--- src/rtl/tetris_pkg.sv ---
// Shared types and constants for the tetromino bag generator.
package tetris_pkg;

  localparam int PIECE_W    = 3;
  localparam int NUM_PIECES = 7;

  localparam logic [NUM_PIECES-1:0] BAG_FULL = 7'h7F;

  typedef enum logic [PIECE_W-1:0] {
    PC_I = 3'd0,
    PC_O = 3'd1,
    PC_T = 3'd2,
    PC_S = 3'd3,
    PC_Z = 3'd4,
    PC_J = 3'd5,
    PC_L = 3'd6
  } piece_t;

  typedef enum logic {
    S_DRAW,
    S_HOLD
  } bag_state_t;

endpackage

--- src/rtl/piece_bag_gen_prio_enc.sv ---
// Lowest-set-bit encoder over the bag mask; supplies the fallback pick after too many rejects.
module piece_prio_enc
  import tetris_pkg::*;
(
  input  logic [NUM_PIECES-1:0] mask_i,
  output logic [PIECE_W-1:0]    idx_o
);

  // Scan from the top down so the lowest set bit is the last one to win.
  always_comb begin
    idx_o = '0;
    for (int i = NUM_PIECES - 1; i >= 0; i--) begin
      if (mask_i[i]) idx_o = PIECE_W'(i);
    end
  end

endmodule

--- src/rtl/piece_bag_gen.sv ---
// 7-bag tetromino generator fed by the LFSR stream, presenting pieces over valid/ready.
// Define PIECE_PREVIEW_EN to add a one-deep preview stage (preview_valid/preview_id).
module piece_bag_gen
  import tetris_pkg::*;
#(
  parameter int RAND_W    = 15,
  parameter int MAX_TRIES = 8
) (
  input  logic                  clk,
  input  logic                  reset,
  input  logic [RAND_W-1:0]     rand_in,
  input  logic                  piece_ready,
  output logic                  piece_valid,
  output logic [PIECE_W-1:0]    piece_id,
  output logic [NUM_PIECES-1:0] bag_mask
`ifdef PIECE_PREVIEW_EN
  ,
  output logic                  preview_valid,
  output logic [PIECE_W-1:0]    preview_id
`endif
);

  localparam int TRY_W = $clog2(MAX_TRIES);
  localparam logic [TRY_W-1:0] LAST_TRY = TRY_W'(MAX_TRIES - 1);

  bag_state_t            state_q, state_d;
  piece_t                piece_id_q, piece_id_d;
  logic [NUM_PIECES-1:0] bag_q, bag_d;
  logic [TRY_W-1:0]      try_q, try_d;

  logic [PIECE_W-1:0]    cand, fb_id, pick;
  logic [NUM_PIECES:0]   mask_ext;
  logic [NUM_PIECES-1:0] mask_clr, mask_after;
  logic                  in_bag, take;
  logic                  rand_unused;

  // Only the low bits pick a piece; the upper LFSR bits are deliberately ignored.
  assign cand        = rand_in[PIECE_W-1:0];
  assign rand_unused = ^rand_in[RAND_W-1:PIECE_W];

  // The extra zero bit makes the out-of-range candidate (7) read as "not in bag".
  assign mask_ext   = {1'b0, bag_q};
  assign in_bag     = (cand < PIECE_W'(NUM_PIECES)) && mask_ext[cand];
  assign take       = in_bag || (try_q == LAST_TRY);
  assign pick       = in_bag ? cand : fb_id;
  assign mask_clr   = bag_q & ~(NUM_PIECES'(1) << pick);
  assign mask_after = (mask_clr == '0) ? BAG_FULL : mask_clr;

  piece_prio_enc u_fallback (
    .mask_i (bag_q),
    .idx_o  (fb_id)
  );

`ifdef PIECE_PREVIEW_EN
  logic   prev_valid_q, prev_valid_d;
  piece_t prev_id_q, prev_id_d;
  logic   head_v;

  always_comb begin
    state_d      = state_q;
    piece_id_d   = piece_id_q;
    bag_d        = bag_q;
    try_d        = try_q;
    prev_valid_d = prev_valid_q;
    prev_id_d    = prev_id_q;
    head_v       = (state_q == S_HOLD) && !piece_ready;
    // Promote the preview into the head slot as soon as the head frees up.
    if (!head_v && prev_valid_q) begin
      head_v       = 1'b1;
      piece_id_d   = prev_id_q;
      prev_valid_d = 1'b0;
    end
    if (!prev_valid_d) begin
      if (take) begin
        bag_d = mask_after;
        try_d = '0;
        if (!head_v) begin
          head_v     = 1'b1;
          piece_id_d = piece_t'(pick);
        end else begin
          prev_valid_d = 1'b1;
          prev_id_d    = piece_t'(pick);
        end
      end else begin
        try_d = try_q + 1'b1;
      end
    end
    state_d = head_v ? S_HOLD : S_DRAW;
  end

  assign preview_valid = prev_valid_q;
  assign preview_id    = prev_id_q;
`else
  always_comb begin
    state_d    = state_q;
    piece_id_d = piece_id_q;
    bag_d      = bag_q;
    try_d      = try_q;
    case (state_q)
      S_DRAW: begin
        if (take) begin
          piece_id_d = piece_t'(pick);
          bag_d      = mask_after;
          try_d      = '0;
          state_d    = S_HOLD;
        end else begin
          try_d = try_q + 1'b1;
        end
      end
      S_HOLD: begin
        if (piece_ready) state_d = S_DRAW;
      end
    endcase
  end
`endif

  always_ff @(posedge clk) begin
    if (reset) begin
      state_q      <= S_DRAW;
      piece_id_q   <= PC_I;
      bag_q        <= BAG_FULL;
      try_q        <= '0;
`ifdef PIECE_PREVIEW_EN
      prev_valid_q <= 1'b0;
      prev_id_q    <= PC_I;
`endif
    end else begin
      state_q      <= state_d;
      piece_id_q   <= piece_id_d;
      bag_q        <= bag_d;
      try_q        <= try_d;
`ifdef PIECE_PREVIEW_EN
      prev_valid_q <= prev_valid_d;
      prev_id_q    <= prev_id_d;
`endif
    end
  end

  assign piece_valid = (state_q == S_HOLD);
  assign piece_id    = piece_id_q;
  assign bag_mask    = bag_q;

endmodule

--- config.mk ---
export PLATFORM = sky130hd
export DESIGN_NAME = piece_bag_gen
export DESIGN_NICKNAME = d
export VERILOG_FILES = /design/src/rtl/tetris_pkg.sv /design/src/rtl/piece_bag_gen_prio_enc.sv /design/src/rtl/piece_bag_gen.sv
export SDC_FILE = /design/constraint.sdc
export NUM_CORES = 1
export LEC_CHECK = 0
export CELL_PAD_IN_SITES_DETAIL_PLACEMENT = 0
export CELL_PAD_IN_SITES_GLOBAL_PLACEMENT = 1
export CORE_MARGIN = 10
export CORE_UTILIZATION = 45
export CTS_CLUSTER_SIZE = 28
export DETAILED_ROUTE_END_ITERATION = 10
export DONT_BUFFER_PORTS = 1
export PLACE_DENSITY = 0.78
export SYNTH_ARGS = -nofsm -noshare
export SYNTH_HDL_FRONTEND = slang
export SYNTH_SLANG_ARGS = --single-unit
--- constraint.sdc ---
create_clock -name clk -period 3.1 [get_ports clk]
set_input_delay 0.62 -clock clk [delete_from_list [all_inputs] [get_ports clk]]
set_output_delay 0.62 -clock clk [all_outputs]
set_load 0.1 [all_outputs]
Yosys cells after proc, flatten, opt, wreduce, memory -nomap -nowiden
Index checks and enable logic that the tools add are counted.
- register bits: 14
- input bits: 18
- output and inout port bits: 11
- logic and storage cells: 31
- $add $sub $neg: 1
- $lt $le $gt $ge: 2
- equal/unequal tests: 1
- shift operators: 1
- muxes and demuxes: 15
- bitwise logic cells: 3
- reductions and logical operators: 4
- operators by type and width (cell ; number):
    3-bit 2-to-1 mux ; 9
    7-bit bitwise AND ; 1
    7-bit zero test ; 1
    7-bit 2-to-1 mux ; 1
    7-bit NOT ; 1
    1-bit by 3-bit left shift with 7-bit output (first input constant) ; 1
    3-bit by 4-bit < comparator with 1-bit output (second input constant) ; 1
    3-bit by 1-bit adder with 3-bit output (second input constant) ; 1
    1-bit binary-select mux with 3-bit select ; 1
    3-bit equality test (second input constant) ; 1
    3-bit < comparator (second input constant) ; 1
    1-bit 2-to-1 mux ; 3
    1-bit one-hot mux with 2 select lines ; 1
    2-bit AND reduction ; 1
    1-bit logical AND ; 1
    1-bit logical OR ; 1
    1-bit NOT ; 1

Longest topological paths before layout
Gate-level depths: netlist (run 1).
- depth in word-level cells: 13
- depth in mapped cells: 9
- gate-level depth less buffers: 8

Modules after synthesis
Synthesis (run 1) repeated with hierarchy kept, for this count alone.
- cell total of the unflattened synthesis: 112
- area, all modules: 1069.8 µm²
- modules (own cells, without submodules) (module ; times used ; cells each ; area an instance (µm²) ; seq. area each (µm²)):
    piece_bag_gen ; 1 ; 103 ; 1009.7 ; 280.3
    piece_prio_enc ; 1 ; 9 ; 60.1 ; 0.0

Worst setup path before layout (run 1)
OpenSTA, ideal clock, no wires.
- path type: register -> register
- from: register bag_q[5] (netlist: bag_mask[5])
- to: register bag_q[3] (netlist: bag_mask[3])
- setup time: 122 ps
- data arrival time: 2904 ps
- required time: 2978 ps
- setup slack: 74 ps
- cell stages (with the launch flop): 10
- buffers on the path: 1
- clock period less this slack: 3026 ps
- cell sequence: dfxtp_1 > buf_2 > nor3b_1 > o31a_1 > and2_4 > a31o_1 > a311o_1 > o311ai_4 > nand2b_4 > o32a_1
- word-level cells in the longest chain between the ends: 12
- elaborated cells on any way between the ends: 17
- classes of those cells: 1 x shift; 10 x mux; 2 x bitwise; 4 x reduce/logical
- ends and longest elaborated chain (element ; line ; text):
    from (decl) ; piece_bag_gen.sv:28 ; logic [NUM_PIECES-1:0] bag_q, bag_d;
    from (signal assigned) ; piece_bag_gen.sv:130 ; bag_q <= bag_d;
    3-bit 2-to-1 mux (6 in series) ; piece_bag_gen_prio_enc.sv:13 ; if (mask_i[i]) idx_o = PIECE_W'(i);
    3-bit 2-to-1 mux ; piece_bag_gen.sv:45 ; assign pick = in_bag ? cand : fb_id;
    1-bit by 3-bit left shift with 7-bit output ; piece_bag_gen.sv:46 ; assign mask_clr = bag_q & ~(NUM_PIECES'(1) << pick);
    7-bit NOT ; piece_bag_gen.sv:46 ;
    7-bit bitwise AND ; piece_bag_gen.sv:46 ;
    7-bit zero test ; piece_bag_gen.sv:47 ; assign mask_after = (mask_clr == '0) ? BAG_FULL : mask_clr;
    7-bit 2-to-1 mux ; piece_bag_gen.sv:47 ;
Several ways; a longest one is shown, not always the timed one. The select of a mux whose other input is x is not followed.
A chain may end at the register's enable or synchronous reset.

Worst setup path in the final report (run 1)
- from: register bag_q[0] (netlist: bag_mask[0])
- to: register bag_q[1] (netlist: bag_mask[1])
- word-level cells in the longest chain between the ends: 9
- elaborated cells on any way between the ends: 12
- classes of those cells: 1 x shift; 5 x mux; 2 x bitwise; 4 x reduce/logical
- ends and longest elaborated chain (element ; line ; text):
    1-bit binary-select mux with 3-bit select ; piece_bag_gen.sv:43 ; assign in_bag = (cand < PIECE_W'(NUM_PIECES)) && mask_ext[cand];
    1-bit 2-to-1 mux (not written as such) ; piece_bag_gen.sv:43 ;
    1-bit logical AND ; piece_bag_gen.sv:43 ;
    3-bit 2-to-1 mux ; piece_bag_gen.sv:45 ;
    1-bit by 3-bit left shift with 7-bit output ; piece_bag_gen.sv:46 ;
    7-bit NOT ; piece_bag_gen.sv:46 ;
    7-bit bitwise AND ; piece_bag_gen.sv:46 ;
    7-bit zero test ; piece_bag_gen.sv:47 ;
    7-bit 2-to-1 mux ; piece_bag_gen.sv:47 ;
Several ways; a longest one is shown, not always the timed one. The select of a mux whose other input is x is not followed.

==> results of run 1 <==
## power by group
group	switching, uW	internal [uW]
Combinational	131	56.2
Sequential	60.4	197
Clock	60.3	71.5
Total	251	324
## metal layers
metal	vias to the layer above	share of wire
met5	-	0
li1	427	-
met1	399	0.44
met2	12	0.50
met4	0	0.0097
met3	4	0.050
## critical path: stages (launching register included)
cell      delay (ns)
dfxtp_1         0.43
nor4_1          0.38
o31a_1          0.25
nor2_2          0.06
o22ai_2         0.25
nor4_1          0.12
o311ai_4        0.40
nand2b_4        0.12
o32a_1          0.34
## synth_stat cells, types with 2 or more instances
cell,count,share of area
nor4_1,2,0.012
buf_2,4,0.020
mux2i_1,6,0.059
a211oi_1,2,0.015
o31a_1,2,0.017
dfxtp_1,14,0.27
nand2b_1,5,0.031
inv_1,4,0.015
o21ai_0,4,0.020
ha_1,2,0.024
or2_1,2,0.012
a21oi_1,5,0.024
o32a_1,6,0.059
o22ai_2,2,0.024
nand2_1,7,0.026
nor2_1,9,0.033
## cells by family after synthesis
kind of cell / Yosys count / share of synthesized area
buf+inv: 11 / 0.0563
xor+xnor: 1 / 0.00857
flops: 14 / 0.274
simple gates: 40 / 0.234
fa+ha+maj: 2 / 0.0245
mux: 7 / 0.0734
compound gates: 36 / 0.329
## final timing paths
path                            cells after the start                      from                        to  slack, ns
worst max-delay path                                8  bag_mask[0]$_SDFFE_PP1P_  bag_mask[1]$_SDFFE_PP1P_       0.63
worst min-delay path                                1                     reset  piece_id[2]$_SDFFE_PP0P_       0.39
worst max register to register                      8  bag_mask[0]$_SDFFE_PP1P_  bag_mask[1]$_SDFFE_PP1P_       0.63
worst min register to register                      2     try_q[2]$_SDFFE_PP0N_     try_q[2]$_SDFFE_PP0N_       0.52
## state kept, by name, summed over array words and instances, names as in the netlist
| signal | count |
|---|---|
| piece_id | 3 |
| try_q | 3 |
| piece_valid | 1 |
| bag_mask | 7 |
## per-stage QoR
stage | utilization | std cells | area [um^2] | setup WS [ns] | power, uW
CTS | 0.507 | 144 | 1110 | 0.646 | 583
detailed placement | 0.491 | 140 | 1070 | 0.497 | 450
finish | 0.507 | 144 | 1110 | 0.634 | 576
floorplan | - | 111 | 1020 | 0.0737 | 417
global placement | 0.491 | 140 | 1070 | 0.507 | 446
global route | 0.507 | 144 | 1110 | 0.549 | 605
## final cells by class
class	instances	area [um^2]
timing repair buffer	8	60.1
fill	221	1080
inverter	4	15.0
tap	28	35.0
clock buffer	4	36.3
multi-input combinational	86	684
sequential	14	280
==> results by group, run 1 <==
STA
  • Setup-failing EPs final: 0
  • Min Clock Period, post-route: 2.47 ns
  • Fin crit share: 0.796
  • Slew HR: 0.358
  • RSZ-0062 raised after global routing: false
  • Fin. Hold Viols: 0
  • Slew @ Worst Pin: 0.961 ns
  • Sum Neg Setup Slack: 0 ns
  • Hold_ws: 0.389 ns
  • Clk_skew: 0.00673 ns
  • Max Fclk: 0.406 GHz
  • Final Max Tran Viols: 0

Floorplan
  • # IOs: 29
  • CORE AREA: 2190 um^2
  • Die area: 4580 um^2
  • Rows: 17
  • Die Height: 67.7 um
  • Die width: 67.7 um
  • Initial Utilization: 0.467

Placed design
  • Detailed Place HPWL: 1910 um
  • Port Buffers: 0
  • RePlAce Congestion: 0.784

Routing
  • Final ANT Viol Nets: 0
  • Drt total wl: 2360 um
  • DRT iter0 DRCs: 44
  • Via-to-Cell Ratio: 5.85
  • Drt wl/cell: 16.4 um
  • Remaining DRCs: 0
  • Pre-Repair DR Iteration Count: 4
  • Vias: 842

GRT
  • GRT Util Overall: 0.110
  • Initial antenna violation count: 0
  • GRT busiest layer: met2
  • Met1 Resource Use GR: 0.120
  • Largest net degree at the start of global routing: 10
  • Vias in the first global route: 844
  • GR Overflow Total: 0
  • Grt met2 use: 0.195
  • First-pass GRT wire length: 3970 um
  • GR Util met3: 0.0413

Setup path
  • Crit Path Category: reg2reg
  • Data arrival time of the critical path: 2.64 ns
  • Setup crit start kind: flip-flop
  • Critical path fanouts, max: 9
  • Endpoint type of the worst setup path: flip-flop
  • Required time of the critical path: 3.27 ns

Synthesis
  • Cell Area, Synth: 1020 um^2
  • Synth Flop Type: dfxtp_1
  • Avg Cell Area, Syn: 9.21 um^2
  • EDFF count, synth: 0
  • Synth Register Bits: 14
  • Post-synthesis sequential area ratio: 0.274
  • Async set or reset register ratio after synthesis: 0
  • Synth warn: 0
  • Unique masters post-synth: 51
  • Synth Instances: 111
  • Syn_nets: 131

Clock tree
  • Clock Tree Root: clkbuf_4
  • Clock Sinks: 14
  • Hold buffer count at cts: 0
  • Post_cts resized: 0
  • Post-CTS Setup Bufs: 0
  • H-tree Lvls: 1
  • Clk slew on worst S/H paths: 0.09 ns
  • CTS Buf Count: 3
  • CTS tree: yes
  • Clock Latency Late Sink: 0.28 ns
  • Longest Clk Path Bufs: 2

Final layout
  • Layout cell share with drive strength beyond 1: 0.267
  • Final Net Count: 137
  • P&R area growth vs syn: 8.69%
  • Inserted Diodes: 0
  • Most frequent cells in the layout: 14 x dfxtp_1, 9 x nor2_1, 8 x buf_4, 7 x nand2_1
  • Most common cell after layout, fill and taps aside: dfxtp_1

Power and ir drop
  • PwrDens: 518 nW/um^2
  • Static Leak: 0.000449 uW
  • VDD IR max: 0.299 mV

Flow run
  • Max-cap violations: 0

Min path
  • Tightest Hold Check Type: in2reg

Outcome
  • Run status: completed
No activity file was read; power rests on OpenSTA's default activity.
==> inputs of run 2 (changes only) <==
--- a/config.mk
+++ b/config.mk
@@ -8,11 +8,11 @@
 export CELL_PAD_IN_SITES_DETAIL_PLACEMENT = 0
 export CELL_PAD_IN_SITES_GLOBAL_PLACEMENT = 1
 export CORE_MARGIN = 10
-export CORE_UTILIZATION = 45
+export CORE_UTILIZATION = 41
 export CTS_CLUSTER_SIZE = 28
 export DETAILED_ROUTE_END_ITERATION = 10
 export DONT_BUFFER_PORTS = 1
-export PLACE_DENSITY = 0.78
+export PLACE_DENSITY = 0.75
 export SYNTH_ARGS = -nofsm -noshare
 export SYNTH_HDL_FRONTEND = slang
 export SYNTH_SLANG_ARGS = --single-unit
==> constraint.sdc (replaced) <==
create_clock -name clk -period 2 [get_ports clk]
set_input_delay 0.4 -clock clk [delete_from_list [all_inputs] [get_ports clk]]
set_output_delay 0.4 -clock clk [all_outputs]
set_load 0.1 [all_outputs]
==> run 2 against run 1 <==
Effect of this change: cell count is 25% higher; first-iteration DRC count up 43%; highest routed layer unchanged; clock skew rose by 0.014 ns; the flow now finishes with violations (negative setup slack); largest power group is now combinational logic; sequential share of layout area is 4.3 points lower.
==> results by group, run 2 (synthesis results as in run 1) <==
GRT
  • Initial antenna violation count: 0 (unchanged)
  • Largest net degree at the start of global routing: 9 (was 10)
  • GR Overflow Total: 0 (unchanged)
  • Vias in the first global route: 1,032 (was 844)
  • First-pass GRT wire length: 4830 um (was 3970 um)
  • GRT Util Overall: 0.115 (was 0.110)

Final layout
  • Most frequent cells in the layout: 40 x buf_4, 7 x nor2_1, 7 x nand2_1, 7 x dfxtp_4, 7 x dfxtp_1 (was 14 x dfxtp_1, 9 x nor2_1, 8 x buf_4, 7 x nand2_1)
  • Most common cell after layout, fill and taps aside: buf_4 (was dfxtp_1)
  • Max FFs per register: 7 (unchanged)
  • Area of the multi-input gates: 757 um^2 (was 684 um^2)
  • Inserted Diodes: 0 (unchanged)
  • Final Util: 0.602 (was 0.507)
  • P&R area growth vs syn: 43.3% (was 8.69%)
  • Layout cell share with drive strength beyond 1: 0.520 (was 0.267)
  • Fill cells: 214 (was 221)
  • Final Net Count: 171 (was 137)
  • Seq. cell area: 307 um^2 (was 280 um^2)

STA
  • Setup WS post-layout: -0.282 ns (was 0.634 ns)
  • Fin crit share: 1.14 (was 0.796)
  • Fin. Hold Viols: 0 (unchanged)
  • Final Max Tran Viols: 0 (unchanged)
  • Slew HR: 0.759 (was 0.358)
  • Min Clock Period, post-route: 2.28 ns (was 2.47 ns)
  • Hold_ws: 0.159 ns (was 0.389 ns)
  • RSZ-0062 raised after global routing: true (was false)
  • Clk_skew: 0.0204 ns (was 0.00673 ns)
  • Max Fclk: 0.438 GHz (was 0.406 GHz)
  • Setup-failing EPs final: 7 (was 0)
  • Slew @ Worst Pin: 0.361 ns (was 0.961 ns)

Setup path
  • Endpoint type of the worst setup path: flip-flop (unchanged)
  • CP max-delay cell: dfxtp_4 (was dfxtp_1)
  • Crit Path Category: reg2reg (unchanged)
  • R2R depth: 8 (unchanged)
  • Slowest stage delay, CP: 0.37 ns (was 0.43 ns)
  • Critical path fanouts, max: 7 (was 9)
  • Required time of the critical path: 2.20 ns (was 3.27 ns)
  • CP cell instances: mux2_4 > a21o_4 > a211o_1 > buf_6 > o41ai_4 > o311ai_4 > o21bai_4 > o32a_1 (was nor4_1 > o31a_1 > nor2_2 > o22ai_2 > nor4_1 > o311ai_4 > nand2b_4 > o32a_1)
  • Data arrival time of the critical path: 2.49 ns (was 2.64 ns)
  • Worst r2r src: bag_mask[2]$_SDFFE_PP1P_ (was bag_mask[0]$_SDFFE_PP1P_)
  • Worst Path Buf+Inv: 1 (was 0)
  • Setup crit start kind: flip-flop (unchanged)
  • Reg2Reg Capture Point: bag_mask[0]$_SDFFE_PP1P_ (was bag_mask[1]$_SDFFE_PP1P_)
  • Flop2flop setup slack: -0.28 ns (was 0.63 ns)
  • Largest delay share family, worst path: compound AO/OA/AOI/OAI gates (unchanged)

Clock tree
  • CTS Buf Count: 3 (unchanged)
  • Clock Sinks: 14 (unchanged)
  • CTS tree: yes (unchanged)
  • Clock Tree Root: clkbuf_4 (unchanged)
  • Clock Latency Late Sink: 0.29 ns (was 0.28 ns)
  • Clk slew on worst S/H paths: 0.10 ns (was 0.09 ns)
  • Longest Clk Path Bufs: 2 (unchanged)
  • Hold buffer count at cts: 0 (unchanged)
  • H-tree Lvls: 1 (unchanged)

Floorplan
  • Die width: 69.9 um (was 67.7 um)
  • Initial Utilization: 0.420 (was 0.467)
  • Die Height: 69.9 um (was 67.7 um)
  • # IOs: 29 (unchanged)
  • CORE AREA: 2430 um^2 (was 2190 um^2)
  • Die area: 4890 um^2 (was 4580 um^2)
  • Rows: 18 (was 17)

Min path
  • Tightest Hold Check Type: in2reg (unchanged)
  • Hold worst-path end: piece_id[1]$_SDFFE_PP0P_ (was piece_id[2]$_SDFFE_PP0P_)
  • Hold_sp: reset (unchanged)
  • Worst hold path stage count: 1 (unchanged)

Routing
  • Final ANT Viol Nets: 0 (unchanged)
  • Via-to-Cell Ratio: 5.62 (was 5.85)
  • Drt total wl: 2870 um (was 2360 um)
  • Drt wl/cell: 15.9 um (was 16.4 um)
  • Pre-Repair DR Iteration Count: 4 (unchanged)
  • Vias: 1,012 (was 842)
  • Remaining DRCs: 0 (unchanged)
  • DRT iter0 DRCs: 63 (was 44)

Placed design
  • Port Buffers: 0 (unchanged)
  • RePlAce Congestion: 0.885 (was 0.784)
  • Detailed Place HPWL: 2150 um (was 1910 um)

Outcome
  • Run status: finished with violations (was completed)
  • Failing checks: negative setup slack

Power and ir drop
  • Static Leak: 0.000641 uW (was 0.000449 uW)
  • VDD IR max: 0.590 mV (was 0.299 mV)
  • PwrDens: 677 nW/um^2 (was 518 nW/um^2)

Flow run
  • Max-cap violations: 0 (unchanged)
==> run 2: cell count changes in the layout (fill, tap and decap cells not counted), sizes merged <==
cell	change
buf	+34
==> run 2: layout make-up <==
class                           instances  area share
Multi-Input combinational cell         86       0.517
Inverter                                4      0.0102
Sequential cell                        14       0.209
Timing Repair Buffer                   42       0.220
Tap cell                               30      0.0256
Clock buffer                            4      0.0179
==> run 2: worst max path at each step <==
stage	startpoint	end	slack, ns	depth (start not counted)
after global placement	rand_in[2]	bag_mask[5]$_SDFFE_PP1P_	-0.32	8
after floorplan	bag_mask[2]$_SDFFE_PP1P_	bag_mask[4]$_SDFFE_PP1P_	-0.36	9
after CTS	bag_mask[2]$_SDFFE_PP1P_	bag_mask[0]$_SDFFE_PP1P_	-0.26	8
after detailed placement	rand_in[2]	bag_mask[0]$_SDFFE_PP1P_	-0.34	8
final	bag_mask[2]$_SDFFE_PP1P_	bag_mask[0]$_SDFFE_PP1P_	-0.28	8
after global routing	bag_mask[2]$_SDFFE_PP1P_	bag_mask[0]$_SDFFE_PP1P_	-0.33	8
==> run 2: layer usage <==
| layer | share of wire | track usage | routed length (um) | vias up |
|---|---|---|---|---|
| li1 | - | - | - | 499 |
| met1 | 0.43 | 0.131 | 1240 | 470 |
| met2 | 0.49 | 0.193 | 1390 | 33 |
| met3 | 0.058 | 0.0339 | 166 | 10 |
| met4 | 0.021 | 0.0504 | 61 | 0 |
| met5 | 0 | 0 | 0 | - |
==> run 2: power by group <==
part	switching [uW]	leakage [uW]	internal [uW]
clock	91.2	0.0000150	77.3
combinational	310	0.000511	179
sequential	29.5	0.000114	304
total	431	0.000641	560
==> run 2: what timing repair did <==
item                                   CTS  global route
pin swaps                                7             3
setup endpoints to repair                7            13
endpoints found under the hold margin    0             0
setup buffers                            3             2
resized for setup                        7            10
==> run 2: per-stage QoR <==
step	instance area, um^2	std cells	setup slack, ns	setup TNS, ns	total power [uW]
after floorplan	1080	111	-0.364	-2.48	659
after global placement	1330	171	-0.316	-2.09	771
after detailed placement	1330	171	-0.344	-2.23	779
after CTS	1420	178	-0.258	-1.54	973
after global routing	1470	180	-0.328	-2.06	1040
final	1470	180	-0.282	-1.67	991
